$ cat src/rtl/mem_copy_dma.sv
// mem_copy_dma: block-copy engine, second master on the word memory.
// Copies len words src->dst, one read then one write per word.
//
// Ports:
//   clk, rst_n          clock, async active-low reset
//   start, abort        copy request (IDLE only), cancel (RD/WR only)
//   src_addr, dst_addr  base word addresses, latched on accept
//   len                 word count, latched on accept
//   busy                high in RD and WR
//   done, aborted       one-cycle completion / cancel pulses
//   words_left          remaining word count
//   checksum            16-bit additive sum of written words
//   mem_rd, mem_wr      memory strobes, never both high
//   mem_addr, mem_wd    memory address / write data
//   mem_rdata           combinational memory read data
module mem_copy_dma #(
   parameter int AW = 12,
   parameter int DW = 16
) (
   input  logic          clk,
   input  logic          rst_n,
   input  logic          start,
   input  logic          abort,
   input  logic [AW-1:0] src_addr,
   input  logic [AW-1:0] dst_addr,
   input  logic [AW-1:0] len,
   output logic          busy,
   output logic          done,
   output logic          aborted,
   output logic [AW-1:0] words_left,
   output logic [DW-1:0] checksum,
   output logic          mem_rd,
   output logic          mem_wr,
   output logic [AW-1:0] mem_addr,
   output logic [DW-1:0] mem_wd,
   input  logic [DW-1:0] mem_rdata
);

   typedef enum logic [2:0] {
      S_IDLE,
      S_RD,
      S_WR,
      S_DONE,
      S_ABT
   } state_t;

   state_t        state;
   logic [AW-1:0] src_ptr;
   logic [AW-1:0] dst_ptr;
   logic [DW-1:0] hold;

   // Outputs are registered and set on entry to the state that
   // owns them, so each one is a pure function of the state.
   always_ff @(posedge clk or negedge rst_n) begin
      if (!rst_n) begin
         state      <= S_IDLE;
         src_ptr    <= '0;
         dst_ptr    <= '0;
         hold       <= '0;
         words_left <= '0;
         checksum   <= '0;
         busy       <= 1'b0;
         done       <= 1'b0;
         aborted    <= 1'b0;
         mem_rd     <= 1'b0;
         mem_wr     <= 1'b0;
         mem_addr   <= '0;
         mem_wd     <= '0;
      end else begin
         busy     <= 1'b0;
         done     <= 1'b0;
         aborted  <= 1'b0;
         mem_rd   <= 1'b0;
         mem_wr   <= 1'b0;
         mem_addr <= '0;
         mem_wd   <= '0;
         unique case (state)
            S_IDLE: begin
               if (start) begin
                  checksum <= '0;
                  if (len != '0) begin
                     src_ptr    <= src_addr;
                     dst_ptr    <= dst_addr;
                     words_left <= len;
                     state      <= S_RD;
                     busy       <= 1'b1;
                     mem_rd     <= 1'b1;
                     mem_addr   <= src_addr;
                  end else begin
                     words_left <= '0;
                     state      <= S_DONE;
                     done       <= 1'b1;
                  end
               end
            end
            S_RD: begin
               // The read in flight always completes, even on abort.
               hold    <= mem_rdata;
               src_ptr <= src_ptr + AW'(1);
               if (abort) begin
                  state   <= S_ABT;
                  aborted <= 1'b1;
               end else begin
                  state    <= S_WR;
                  busy     <= 1'b1;
                  mem_wr   <= 1'b1;
                  mem_addr <= dst_ptr;
                  mem_wd   <= mem_rdata;
               end
            end
            S_WR: begin
               // The write commits at this edge regardless of abort.
               checksum   <= checksum + hold;
               dst_ptr    <= dst_ptr + AW'(1);
               words_left <= words_left - AW'(1);
               if (abort) begin
                  state   <= S_ABT;
                  aborted <= 1'b1;
               end else if (words_left == AW'(1)) begin
                  state <= S_DONE;
                  done  <= 1'b1;
               end else begin
                  state    <= S_RD;
                  busy     <= 1'b1;
                  mem_rd   <= 1'b1;
                  mem_addr <= src_ptr;
               end
            end
            S_DONE:  state <= S_IDLE;
            S_ABT:   state <= S_IDLE;
            default: state <= S_IDLE;
         endcase
      end
   end

endmodule

$ cat config.mk
export PLATFORM = sky130hd
export DESIGN_NAME = mem_copy_dma
export DESIGN_NICKNAME = d
export VERILOG_FILES = /design/src/rtl/mem_copy_dma.sv
export SDC_FILE = /design/constraint.sdc
export NUM_CORES = 1
export LEC_CHECK = 0
export ABC_AREA = 1
export CAP_MARGIN = 10
export CORE_ASPECT_RATIO = 0.8
export CORE_MARGIN = 2
export CORE_UTILIZATION = 40
export CTS_BUF_LIST = sky130_fd_sc_hd__clkbuf_2 sky130_fd_sc_hd__clkbuf_4 sky130_fd_sc_hd__clkbuf_8
export CTS_CLUSTER_DIAMETER = 50
export DETAILED_ROUTE_END_ITERATION = 8
export PLACE_DENSITY = 0.65
export SLEW_MARGIN = 10
export SYNTH_ARGS = -nofsm -noshare
export SYNTH_HDL_FRONTEND = slang
export SYNTH_SLANG_ARGS = --single-unit
$ cat constraint.sdc
create_clock -name clk -period 2.5 [get_ports clk]
set_input_delay 0.75 -clock clk [delete_from_list [all_inputs] [get_ports clk]]
set_output_delay 0.75 -clock clk [all_outputs]
set_load 0.1 [all_outputs]
==> metrics.txt <==
status finished, final reports clean; f_max around 500 MHz; Post-DRT Antenna Nets 0; Leakage 3.813 nW; number of global-route vias before repair 4,808; Area after DPL 0.006978 sq mm; Crit path arrival time 2.31 ns; endpoints failing setup 0; DRC Markers 0; Mapped Nets about 850; R2R Path End checksum[12]$_DFFE_PN0P_; antenna violations before repair 0; cts bufs inserted 9; antenna cells 0; Setup CP Type in -> reg; clk buf depth 2; first-pass GRT wire length between 20,000 and 25,000 microns; via/cell ratio between 4 and 5; row cnt 39; Post-synth top cells 256 x nand2_1, 104 x dfrtp_1, 101 x inv_1; fraction of layout cells with a size suffix above 1 between 10% and 20%; DRT iter0 DRCs between 400 and 500; Period minus WS final 2.042 ns; Global Route Usage Sum 20.02%; clk_skew between 0.008 and 0.009 ns; Adder-Cell Fraction of Synth Area 4.465%; full die area about 0.015 sq mm; RSZ-0062 raised after global routing no; CTS tree yes; clk slew on worst S/H paths roughly 0.10 ns; #FFs+latches synth 104; GPL Wtd Cong 0.8733; final global-route overflow total 0; Synth top area share about 45%; worst reg-to-reg path cell count 11; hold crit path type in -> async; Die W 138.3 microns; Synth area leaders dfrtp_1 45%, nand2_1 17%, nand3_1 6.7%; number of flops mapped to enable cells by yosys 0; Data required, critical path approximately 2.8 ns; ys async rst share 100.0%; Mapped Cells 771; port bufs 116; Setup crit end kind register; placed cell count around 1,100; DR vias 5,228; Final Max Slew Viols 0; area delta synth->final 24.12%; count leader, synth nand2_1; Least-Margin Pin Slew 0.5013 ns; Peak VDD IR 1.433 mV; Compound-Gate Fraction of Synth Area 8.886%; Yosys cell types 41; worst hold margin 0.2925 ns; Final Cycle Share 81.66%; post-DP HPWL 11,210 microns; largest family of logic cells by synthesized area simple AND/OR/NAND/NOR gates; largest net degree at the start of global routing slightly above 50; Setup TNS 0 ns; H-tree depth 3; sequential fraction of the synthesis area 45.08%; endpoints failing hold 0; slew margin rel. 66.32%; Non-Filler Instances 1,076; Crit Path Max Fanout 11; post-synthesis xor/xnor area fraction 1.669%; DR WL/cell roughly 14 microns; PD cells between 1000 and 1500 mW/mm^2; # hold bufs at CTS 0; Synth Flop Type dfrtp_1; drt first pass iters 5; synthesized area per cell ~7.5 sq um; I/O pin count 117; post-CTS setup buffers 0; Placeable Area 0.01420 sq mm; WL final 15,060 microns; Post-Synth Simple-Gate Area 30.69%; Clock Latency Late Sink roughly 0.39 ns; Finished Cell Area 0.007166 sq mm; Yosys warnings 0; startpoint types input port; critical register-to-register path startpoint checksum[0]$_DFFE_PN0P_; cts repair resizes 0; clk sinks 104; post-synthesis mux area share 0%; Root Buffer Master clkbuf_8; Final Total Pwr about 9.7 mW; total of max-cap violations 0; starting density of the core approximately two fifths; reg2reg setup slack 0.62 ns; mapped cell area 0.005773 sq mm; Final #Nets ~960; Die Height approximately 110 microns; cell taking the most area after synthesis dfrtp_1
where the power goes:
part | switching [mW] | internal (mW)
registers | 0.638 | 2.31
logic | 4.26 | 1.47
clock network | 0.641 | 0.381
metrics by stage:
step                      setup slack, ns  util, %
after floorplan                    0.1930        -
after global placement             0.1520    49.14
after detailed placement          0.08955    49.14
after CTS                          0.5055    50.46
after global routing               0.3091    50.46
final                              0.4585    50.46
cell usage in the layout, fill, tap and decap left out, types with 2 or more instances in the layout:
master,synthesis,layout
a21boi_1,2,2
a21oi_1,12,12
buf_4,2,70
clkbuf_8,0,9
clkdlybuf4s50_1,0,54
dfrtp_1,104,104
ha_1,19,19
inv_1,101,101
inv_2,7,7
inv_6,1,4
nand2_1,256,256
nand2_2,3,3
nand3_1,77,77
nand3b_1,4,4
nand4_1,4,4
nor2_1,54,54
nor2_2,3,3
nor3_1,9,9
o211ai_1,13,13
o21ai_0,23,23
o21ai_1,25,25
o221ai_1,7,7
or2_2,2,2
xnor2_1,3,3
xor2_1,8,8
cell families (layout without fill, tap and decap cells):
group                    Yosys count  after routing
AND/OR/NAND/NOR                  419            419
buffers and inverters            130            251
flip-flops                       104            104
AO/OA/AOI/OAI                     87             87
adder cells (fa/ha/maj)           20             20
XOR/XNOR                          11             11
layer usage:
metal	global-route usage (%)	routed length (microns)
met3	4.387	1102
met4	5.238	171
met2	27.00	5850
met5	0	0
met1	32.00	7931
how the worst max path moves through the flow:
stage | startpoint | endpoint | slack, ns
finish | len[9] | mem_addr[4]$_DFF_PN0_ | 0.46
global route | len[9] | mem_addr[3]$_DFF_PN0_ | 0.31
detailed placement | len[9] | src_ptr[11]$_DFFE_PN0P_ | 0.09
floorplan | checksum[0]$_DFFE_PN0P_ | checksum[12]$_DFFE_PN0P_ | 0.19
global placement | len[8] | mem_addr[2]$_DFF_PN0_ | 0.15
CTS | len[9] | src_ptr[5]$_DFFE_PN0P_ | 0.51
cell type report:
| type | instances | area (sq um) |
|---|---|---|
| Inverter | 110 | 420.4 |
| Sequential cell | 104 | 2603 |
| Tap cell | 184 | 230.2 |
| Timing Repair Buffer | 125 | 1086 |
| Fill cell | 1368 | 7034 |
| Clock inverter | 7 | 63.81 |
| Multi-Input combinational cell | 537 | 2639 |
| Clock buffer | 9 | 123.9 |
registers in the layout (all words and copies together), names as in the netlist:
name        cells
words_left     12
busy            1
mem_wd         16
hold           16
checksum       16
mem_addr       12
src_ptr        12
mem_rd          1
done            1
mem_wr          1
dst_ptr        12
aborted         1
state           3
worst max-delay path: stages:
cell	delay (ns)
clkdlybuf4s50_1	0.44
nor2_1	0.09
nor3b_1	0.35
nand2_1	0.20
nand2_2	0.15
inv_2	0.13
nand2_1	0.11
o211ai_1	0.09
Note: power is estimated with default switching activity, not from simulation.
